## src/rtl/dl_xor_chksum_pkg.sv

```systemverilog
// -----------------------------------------------------------------------------
// dl_xor_chksum_pkg
// Shared definitions for the XOR-fold checksum accumulator:
//   - state_e   : FSM state encoding (IDLE=0, ACC=1, OUT=2)
//   - handshake : valid & ready transfer qualifier
// -----------------------------------------------------------------------------
`ifndef DL_XOR_CHKSUM_PKG_SV
`define DL_XOR_CHKSUM_PKG_SV

package dl_xor_chksum_pkg;

  typedef enum logic [1:0] {
    ST_IDLE = 2'd0,
    ST_ACC  = 2'd1,
    ST_OUT  = 2'd2
  } state_e;

  // A beat or result moves only on a cycle where both sides agree.
  function automatic logic handshake(input logic valid, input logic ready);
    return valid & ready;
  endfunction

endpackage

`endif

```

## src/rtl/dl_xor.sv

```systemverilog
// -----------------------------------------------------------------------------
// dl_xor
// Bitwise XOR of two NUM_BITS-wide operands (purely combinational).
// Ports:
//   a_i  in  NUM_BITS  first operand
//   b_i  in  NUM_BITS  second operand
//   y_o  out NUM_BITS  a_i ^ b_i
// -----------------------------------------------------------------------------
module dl_xor #(
  parameter int NUM_BITS = 32
) (
  input  logic [NUM_BITS-1:0] a_i,
  input  logic [NUM_BITS-1:0] b_i,
  output logic [NUM_BITS-1:0] y_o
);

  assign y_o = a_i ^ b_i;

endmodule

```

## src/rtl/dl_xor_chksum.sv

```systemverilog
// -----------------------------------------------------------------------------
// dl_xor_chksum
// Streaming XOR-fold checksum. Words of a packet arrive over a valid/ready
// input, are folded into a running XOR register seeded with SEED, and one
// checksum word per packet is presented over a valid/ready output.
//
// Ports:
//   clk         in   1         clock, rising edge
//   rst         in   1         synchronous active-high reset
//   in_valid    in   1         input beat valid
//   in_ready    out  1         block can accept a beat
//   in_data     in   NUM_BITS  input word
//   in_last     in   1         final beat of packet (qualified by in_valid)
//   out_valid   out  1         checksum available
//   out_ready   in   1         consumer accepts checksum
//   out_chksum  out  NUM_BITS  SEED ^ all words of the packet
//   out_err     out  1         beat counter saturated during the packet
//   out_cnt     out  CNT_BITS  beats in packet (only with DL_XOR_CHKSUM_CNT_EN)
//
// Optional feature macro: DL_XOR_CHKSUM_CNT_EN adds the out_cnt port.
//
// Handshake: a transfer happens on a rising edge where valid and ready are
// both high. A producer holding valid keeps its payload stable until that
// edge; out_chksum/out_err (and out_cnt) are held stable while out_valid is
// high and out_ready is low. Outputs read as zero whenever out_valid is low.
// -----------------------------------------------------------------------------
module dl_xor_chksum
  import dl_xor_chksum_pkg::*;
#(
  parameter int                  NUM_BITS = 32,
  parameter logic [NUM_BITS-1:0] SEED     = '0,
  parameter int                  CNT_BITS = 8
) (
  input  logic                clk,
  input  logic                rst,
  input  logic                in_valid,
  output logic                in_ready,
  input  logic [NUM_BITS-1:0] in_data,
  input  logic                in_last,
  output logic                out_valid,
  input  logic                out_ready,
  output logic [NUM_BITS-1:0] out_chksum,
  output logic                out_err
`ifdef DL_XOR_CHKSUM_CNT_EN
  ,
  output logic [CNT_BITS-1:0] out_cnt
`endif
);

  localparam logic [CNT_BITS-1:0] CNT_MAX = '1;
  localparam logic [CNT_BITS-1:0] CNT_ONE = CNT_BITS'(1);

  state_e              state_q, state_d;
  logic [NUM_BITS-1:0] acc_q, acc_d;
  logic [CNT_BITS-1:0] cnt_q, cnt_d;
  logic                err_q, err_d;

  logic [NUM_BITS-1:0] xor_a;
  logic [NUM_BITS-1:0] xor_y;
  logic                in_fire;
  logic                out_fire;
  logic                in_state;

  // Readiness is a pure function of state, gated off during reset so no beat
  // can slip in on the reset edge.
  assign in_state  = (state_q == ST_IDLE) || (state_q == ST_ACC);
  assign in_ready  = in_state && !rst;
  assign out_valid = (state_q == ST_OUT) && !rst;
  assign in_fire   = handshake(in_valid, in_ready);
  assign out_fire  = handshake(out_valid, out_ready);

  // The first beat of a packet folds against SEED rather than the stale
  // accumulator, so IDLE never needs a separate reload cycle.
  assign xor_a = (state_q == ST_IDLE) ? SEED : acc_q;

  dl_xor #(
    .NUM_BITS(NUM_BITS)
  ) u_xor (
    .a_i(xor_a),
    .b_i(in_data),
    .y_o(xor_y)
  );

  always_comb begin
    state_d = state_q;
    acc_d   = acc_q;
    cnt_d   = cnt_q;
    err_d   = err_q;
    case (state_q)
      ST_IDLE: begin
        if (in_fire) begin
          acc_d   = xor_y;
          cnt_d   = CNT_ONE;
          err_d   = 1'b0;
          state_d = in_last ? ST_OUT : ST_ACC;
        end
      end
      ST_ACC: begin
        if (in_fire) begin
          acc_d = xor_y;
          // Saturate rather than wrap; a beat arriving at saturation marks
          // the packet length as unrepresentable.
          if (cnt_q == CNT_MAX) begin
            err_d = 1'b1;
          end else begin
            cnt_d = cnt_q + 1'b1;
          end
          if (in_last) begin
            state_d = ST_OUT;
          end
        end
      end
      ST_OUT: begin
        if (out_fire) begin
          state_d = ST_IDLE;
          acc_d   = SEED;
          cnt_d   = '0;
          err_d   = 1'b0;
        end
      end
      default: begin
        state_d = ST_IDLE;
        acc_d   = SEED;
        cnt_d   = '0;
        err_d   = 1'b0;
      end
    endcase
  end

  always_ff @(posedge clk) begin
    if (rst) begin
      state_q <= ST_IDLE;
      acc_q   <= SEED;
      cnt_q   <= '0;
      err_q   <= 1'b0;
    end else begin
      state_q <= state_d;
      acc_q   <= acc_d;
      cnt_q   <= cnt_d;
      err_q   <= err_d;
    end
  end

  // Result fields are zero outside OUT; inside OUT they come straight from
  // registers that only change on out_fire, which gives hold stability.
  assign out_chksum = out_valid ? acc_q : '0;
  assign out_err    = out_valid ? err_q : 1'b0;

`ifdef DL_XOR_CHKSUM_CNT_EN
  assign out_cnt = out_valid ? cnt_q : '0;
`endif

`ifndef SYNTHESIS
  a_out_hold : assert property (@(posedge clk) disable iff (rst)
    (out_valid && !out_ready) |=> (out_valid && $stable(out_chksum) && $stable(out_err)));

  a_excl : assert property (@(posedge clk) disable iff (rst)
    !(in_ready && out_valid));
`endif

endmodule

```

## config.mk

```make
export PLATFORM = sky130hd
export DESIGN_NAME = dl_xor_chksum
export DESIGN_NICKNAME = d
export VERILOG_FILES = /design/src/rtl/dl_xor_chksum_pkg.sv /design/src/rtl/dl_xor.sv /design/src/rtl/dl_xor_chksum.sv
export SDC_FILE = /design/constraint.sdc
export NUM_CORES = 1
export LEC_CHECK = 0
export ABC_AREA = 1
export CAP_MARGIN = 10
export CORE_ASPECT_RATIO = 0.8
export CORE_MARGIN = 4
export CORE_UTILIZATION = 35
export CTS_BUF_LIST = sky130_fd_sc_hd__clkbuf_2 sky130_fd_sc_hd__clkbuf_4 sky130_fd_sc_hd__clkbuf_8
export CTS_CLUSTER_DIAMETER = 60
export CTS_CLUSTER_SIZE = 10
export DETAILED_ROUTE_END_ITERATION = 10
export PLACE_DENSITY = 0.73
export SLEW_MARGIN = 20
export SYNTH_ARGS = -nofsm -noshare
export SYNTH_HDL_FRONTEND = slang
export SYNTH_SLANG_ARGS = --single-unit
```

## constraint.sdc

```tcl
create_clock -name clk -period 2.1 [get_ports clk]
set_input_delay 0.63 -clock clk [delete_from_list [all_inputs] [get_ports clk]]
set_output_delay 0.63 -clock clk [all_outputs]
set_load 0.005 [all_outputs]
```

* Word-level counts from Yosys, hierarchy flattened
Index checks and enable logic that the tools add are counted.
** Storage, ports and cells
- Register bits :: 43
- Word-level logic and storage cells :: 50
- Input bits :: 37
- Output and inout port bits :: 35
** Cells by class
- Add/subtract/negate cells :: 1
- Mux-type cells :: 22
- Eq/ne operators :: 10
- Reduce and logical (&&, ||, !) cells :: 10
- Bitwise gates (word level) :: 3
** Operators with widths (number)
- 32-bit 2-to-1 mux :: 4
- 32-bit case mux with 2 select lines :: 1
- 8-bit 2-to-1 mux :: 4
- 32-bit bitwise XOR :: 1
- 8-bit case mux with 3 select lines :: 1
- 4-bit AND reduction :: 3
- 2-bit 2-to-1 mux :: 5
- 2-bit != test (second input constant) :: 5
- 8-bit by 1-bit adder with 8-bit output (second input constant) :: 1
- 8-bit == test (second input constant) :: 1
- 2-bit case mux with 3 select lines :: 1
- 1-bit 2-to-1 mux :: 5
- 2-bit by 1-bit != test with 1-bit output (second input constant) :: 2
- 1-bit case mux with 3 select lines :: 1
- 1-bit AND :: 2
- 2-bit by 1-bit == test with 1-bit output (second input constant) :: 1
- 2-bit == test (second input constant) :: 1
- 1-bit logical AND :: 2
- 2-bit logical NOT :: 1
- 2-bit AND reduction :: 1
- 2-bit OR reduction :: 1
- 1-bit logical NOT :: 1
- 1-bit logical OR :: 1

* Depth between registers and ports, before layout
- Depth after elaboration :: 6
- Gate-level depth with buffers :: 9

* Cells and area by module
A second synthesis with hierarchy kept.
** Unflattened totals
- Cell total of the unflattened synthesis :: 482
- Area total of the unflattened synthesis :: 2905.3 µm²
** Modules (own cells, without submodules)
- dl_xor_chksum :: instances 1, cells each 322, seq. area each 860.8 µm², area each 2304.7 µm²
- dl_xor :: instances 1, cells each 160, seq. area each 0.0 µm², area each 600.6 µm²

* Worst setup path after synthesis
OpenSTA, ideal clock, no wires.
- Path kind :: register to output
- From :: reg state_q[1]
- To :: out out_chksum[10]
- Arrival :: 1194 ps
- Required time :: 1470 ps
- Buffers on the path :: 2
- Cell stages (with the launch flop) :: 9
- Slack :: 276 ps
- Path through :: dfxtp_1 -> buf_4 -> inv_2 -> nor2_2 -> inv_1 -> nor2_1 -> inv_1 -> buf_6 -> nor2_1
** Between the ends
- Word-level cells in the longest chain between the ends :: 3
** RTL lines
- start, declared :: RTL line dl_xor_chksum.sv:53 : state_e state_q, state_d;
- start signal, assigned :: RTL line dl_xor_chksum.sv:137 : state_q <= state_d;
- 2-bit == test :: RTL line dl_xor_chksum.sv:68 : assign out_valid = (state_q == ST_OUT) && !rst;
- 1-bit logical AND :: RTL line dl_xor_chksum.sv:68
- named net out_valid :: RTL line dl_xor_chksum.sv:40 : output logic out_valid,
- 32-bit 2-to-1 mux :: RTL line dl_xor_chksum.sv:146 : assign out_chksum = out_valid ? acc_q : '0;
- end, declared :: RTL line dl_xor_chksum.sv:42 : output logic [NUM_BITS-1:0] out_chksum,
The timed path passes the listed nets, and every way through them passes these cells.

* Worst setup path after layout
- From :: reg state_q[1]
- To :: out out_chksum[21]
** Between the ends
- Word-level cells in the longest chain between the ends :: 3
** RTL lines (RTL line)
- 2-bit == test :: dl_xor_chksum.sv:68
- 1-bit logical AND :: dl_xor_chksum.sv:68
- 32-bit 2-to-1 mux :: dl_xor_chksum.sv:146
No other way between the ends.

==> results.toml <==
[worst_hold_path]
min_path_type = "flip-flop to flip-flop"
whs_path_depth = 2
min_to = "err_q$_SDFFE_PP0P_"
worstHoldStart = "err_q$_SDFFE_PP0P_"

[place]
post-dp-hpwl_um = 4810
dp_slack_ns = -0.642
port_buffers = 71
place_congestion = 0.890

[power_and_ir_drop]
clkPwrFrac = 0.297
leakage_nw = 1.54
p_int_mw = 1.40
p_comb_frac = 0.234
p_switching_mw = 0.595
power.density_nw_per_um2 = 553
vdd_drop_max_mv = 0.318
seq_power_share = 0.470
switching_share = 0.298

[timing]
fmax_ghz = 0.477
maxSlewHeadroom = 0.639
finalCritPeriodShare = 0.998
timing.final.crit_period_ns = 2.09
fin_skew_ns = 0.00390
setup_viol = 0
final_hold_viol_count = 0
rsz0062_at_grt = "true"
slew_violations = 0
worst_slack_ns = 0.00522
tightest_slew_ns = 0.541

[synthesis]
synth_fp_nets = 446
yosys_register_bits = 43
synth_cell_type_count = 28
ys_warn_count = 0
netlist_instances = 408
yosys.area.top_type_share = 0.327
synth_area_leaders = "dfxtp_1, nor2_1, a21oi_1"
syn_area_um2 = 2640
synth.largest_area_cell = "dfxtp_1"
synth.yosys.seq_area_share = 0.327
avgSynthCellArea_um2 = 6.46

[final_layout]
finalNetCount = 524
fin_util = 0.491
regArea_um2 = 863
syn_to_final_growth_pct = 37.0
multiInputGateArea_um2 = 1510
n_fill_cell = 740
diodes = 0
layout-drive-gt1-share = 0.207

[die]
start_util = 0.358
dieArea_um2 = 8990
coreArea_um2 = 7360
die_h_um = 85.6
die_w_um = 105
io_pins = 72
fp-row-count = 28

[detailed_routing]
routedWlPerCell_um = 13.3
ant_nets = 0
drtPass1Iterations = 4
avgViaCountPerCell = 5.18
vias = 2989
drtIter0Drc = 84
wirelength_um = 7660
drc_errors = 0

[job]
drv_cap = 0

[cts]
numCtsBuffers = 5
cts_tree = "done"
cts.path.max_buffers = 2
ctsHoldBuffers = 0
clk_latency_ns = 0.29
cts_root_buf = "clkbuf_8"
clock_sinks = 43
h-tree-depth = 2
cts.clk_slew.worst_paths_ns = 0.08

[status]
status = "completed"

[critical_path]
slowest_stage = "dfxtp_2"
critPathRequiredTime_ns = 1.47
r2r_slack_ns = 0.35
crit_buf_inv = 6
rr_worst_depth = 8
endpoint_kind = "output pin"
critPathTopFamily = "buffers and inverters"
path_class = "flip-flop to output pin"
cp.depth = 9
crit_path_cell_trace = "inv_2 > nor2_4 > inv_2 > nor2_4 > inv_4 > buf_6 > buf_16 > nor2_2 > buf_2"
crit_path_start_kind = "flip-flop"
r2r-start = "state_q[0]$_SDFFE_PP0P_"
cp.arrival_ns = 1.46
crit_path_max_fanout = 8
slowest_delay_ns = 0.34
worst_r2r_endpoint = "err_q$_SDFFE_PP0P_"

[global_route]
grt_pass1_wl_um = 12800
grt_max_degree = 52
grt_pass1_vias = 2836
grt_antenna_before_repair = 0
grt_overflow = 0
grt_usage = 0.173
==> placed cells by master (no fill, tap or decap), types with 2 or more instances in the layout <==
| cell type | n |
|---|---|
| a21oi_1 | 54 |
| buf_12 | 2 |
| buf_16 | 3 |
| buf_2 | 33 |
| buf_4 | 16 |
| buf_6 | 2 |
| clkbuf_8 | 7 |
| clkdlybuf4s50_1 | 35 |
| dfxtp_1 | 41 |
| dfxtp_2 | 2 |
| dlygate4sd2_1 | 2 |
| inv_1 | 48 |
| inv_2 | 3 |
| inv_4 | 2 |
| nand2_1 | 28 |
| nand2_4 | 2 |
| nand3_1 | 54 |
| nand4_1 | 4 |
| nor2_1 | 66 |
| nor2_2 | 10 |
| nor2_4 | 12 |
| o21ai_1 | 33 |
| o21bai_1 | 16 |
==> sequential cells by signal, indices dropped and copies added, names as in the netlist <==
signal and flops:
state_q 2, err_q 1, cnt_q 8, acc_q 32
==> stage by stage <==
stage	setup TNS, ns	power [mW]	area [µm²]	hold WS (ns)	instances
floorplan	0	1.22	2640	0.436	408
global placement	-20.31	1.38	3480	0.440	564
detailed placement	-20.60	1.40	3480	0.444	564
CTS	-2.33	2.01	3580	0.474	578
global route	-1.29	2.11	3610	0.499	577
finish	0	2.00	3610	0.476	577
==> final cells by class <==
type | count | share of cell area
well taps | 90 | 0.0312
inverters | 55 | 0.0599
repair buffers | 94 | 0.222
clock buffers | 8 | 0.0288
flip-flops and latches | 43 | 0.239
multi-input cells | 287 | 0.419
==> metal layers <==
metal | vias up | global-route usage | share of wire
met2 | 102 | 0.294 | 0.45
li1 | 1494 | - | -
met1 | 1383 | 0.215 | 0.48
met4 | 0 | 0.0751 | 0.018
met5 | - | 0 | 0
met3 | 10 | 0.0346 | 0.054
==> worst max path at each step <==
| stage | startpoint | end | slack [ns] |
|---|---|---|---|
| final | state_q[1]$_SDFFE_PP0P_ | out_chksum[21] | 0.005 |
| after global routing | state_q[1]$_SDFFE_PP0P_ | out_chksum[21] | -0.09 |
| after CTS | state_q[1]$_SDFFE_PP0P_ | out_chksum[17] | -0.11 |
| after detailed placement | rst | out_chksum[30] | -0.64 |
| after global placement | rst | out_chksum[10] | -0.65 |
| after floorplan | state_q[1]$_SDFFE_PP0P_ | out_chksum[10] | 0.28 |
==> cells by family (layout without fill, tap and decap cells) <==
| group | Yosys count | count (layout) | share of synthesized area |
|---|---|---|---|
| AND/OR/NAND/NOR | 180 | 180 | 0.305 |
| adder cells (fa/ha/maj) | 1 | 1 | 0.00475 |
| AO/OA/AOI/OAI | 105 | 105 | 0.220 |
| flip-flops | 43 | 43 | 0.327 |
| XOR/XNOR | 1 | 1 | 0.00332 |
| buffers and inverters | 78 | 157 | 0.140 |
==> Yosys cell counts, drive strengths merged <==
master / instances
ha: 1
inv: 54
nand3: 55
buf: 13
nor2: 88
xnor2: 1
o21bai: 16
a221oi: 1
clkinv: 1
nand2: 32
a21oi: 54
nand4: 4
nor3: 1
clkbuf: 10
o21ai: 34
dfxtp: 43
==> power by group through the flow <==
stage,Clock (mW),Combinational (mW),Sequential [mW]
floorplan,0,0.283,0.940
global placement,0,0.430,0.949
detailed placement,0,0.443,0.953
CTS,0.616,0.461,0.935
global route,0.645,0.521,0.947
finish,0.592,0.466,0.937
==> tightest hold or removal path, stage by stage, from the launching register on <==
cell     delay [ns]
dfxtp_1        0.30
inv_1          0.07
a21oi_1        0.06
==> what timing repair did <==
action / 4_1_cts / 5_1_grt
setup endpoints to repair: 35 / 33
setup buffers: 3 / 0
pin swaps: 5 / 4
cloned: 3 / 0
resized for setup: 160 / 17
No activity file was read; power rests on OpenSTA's default activity.
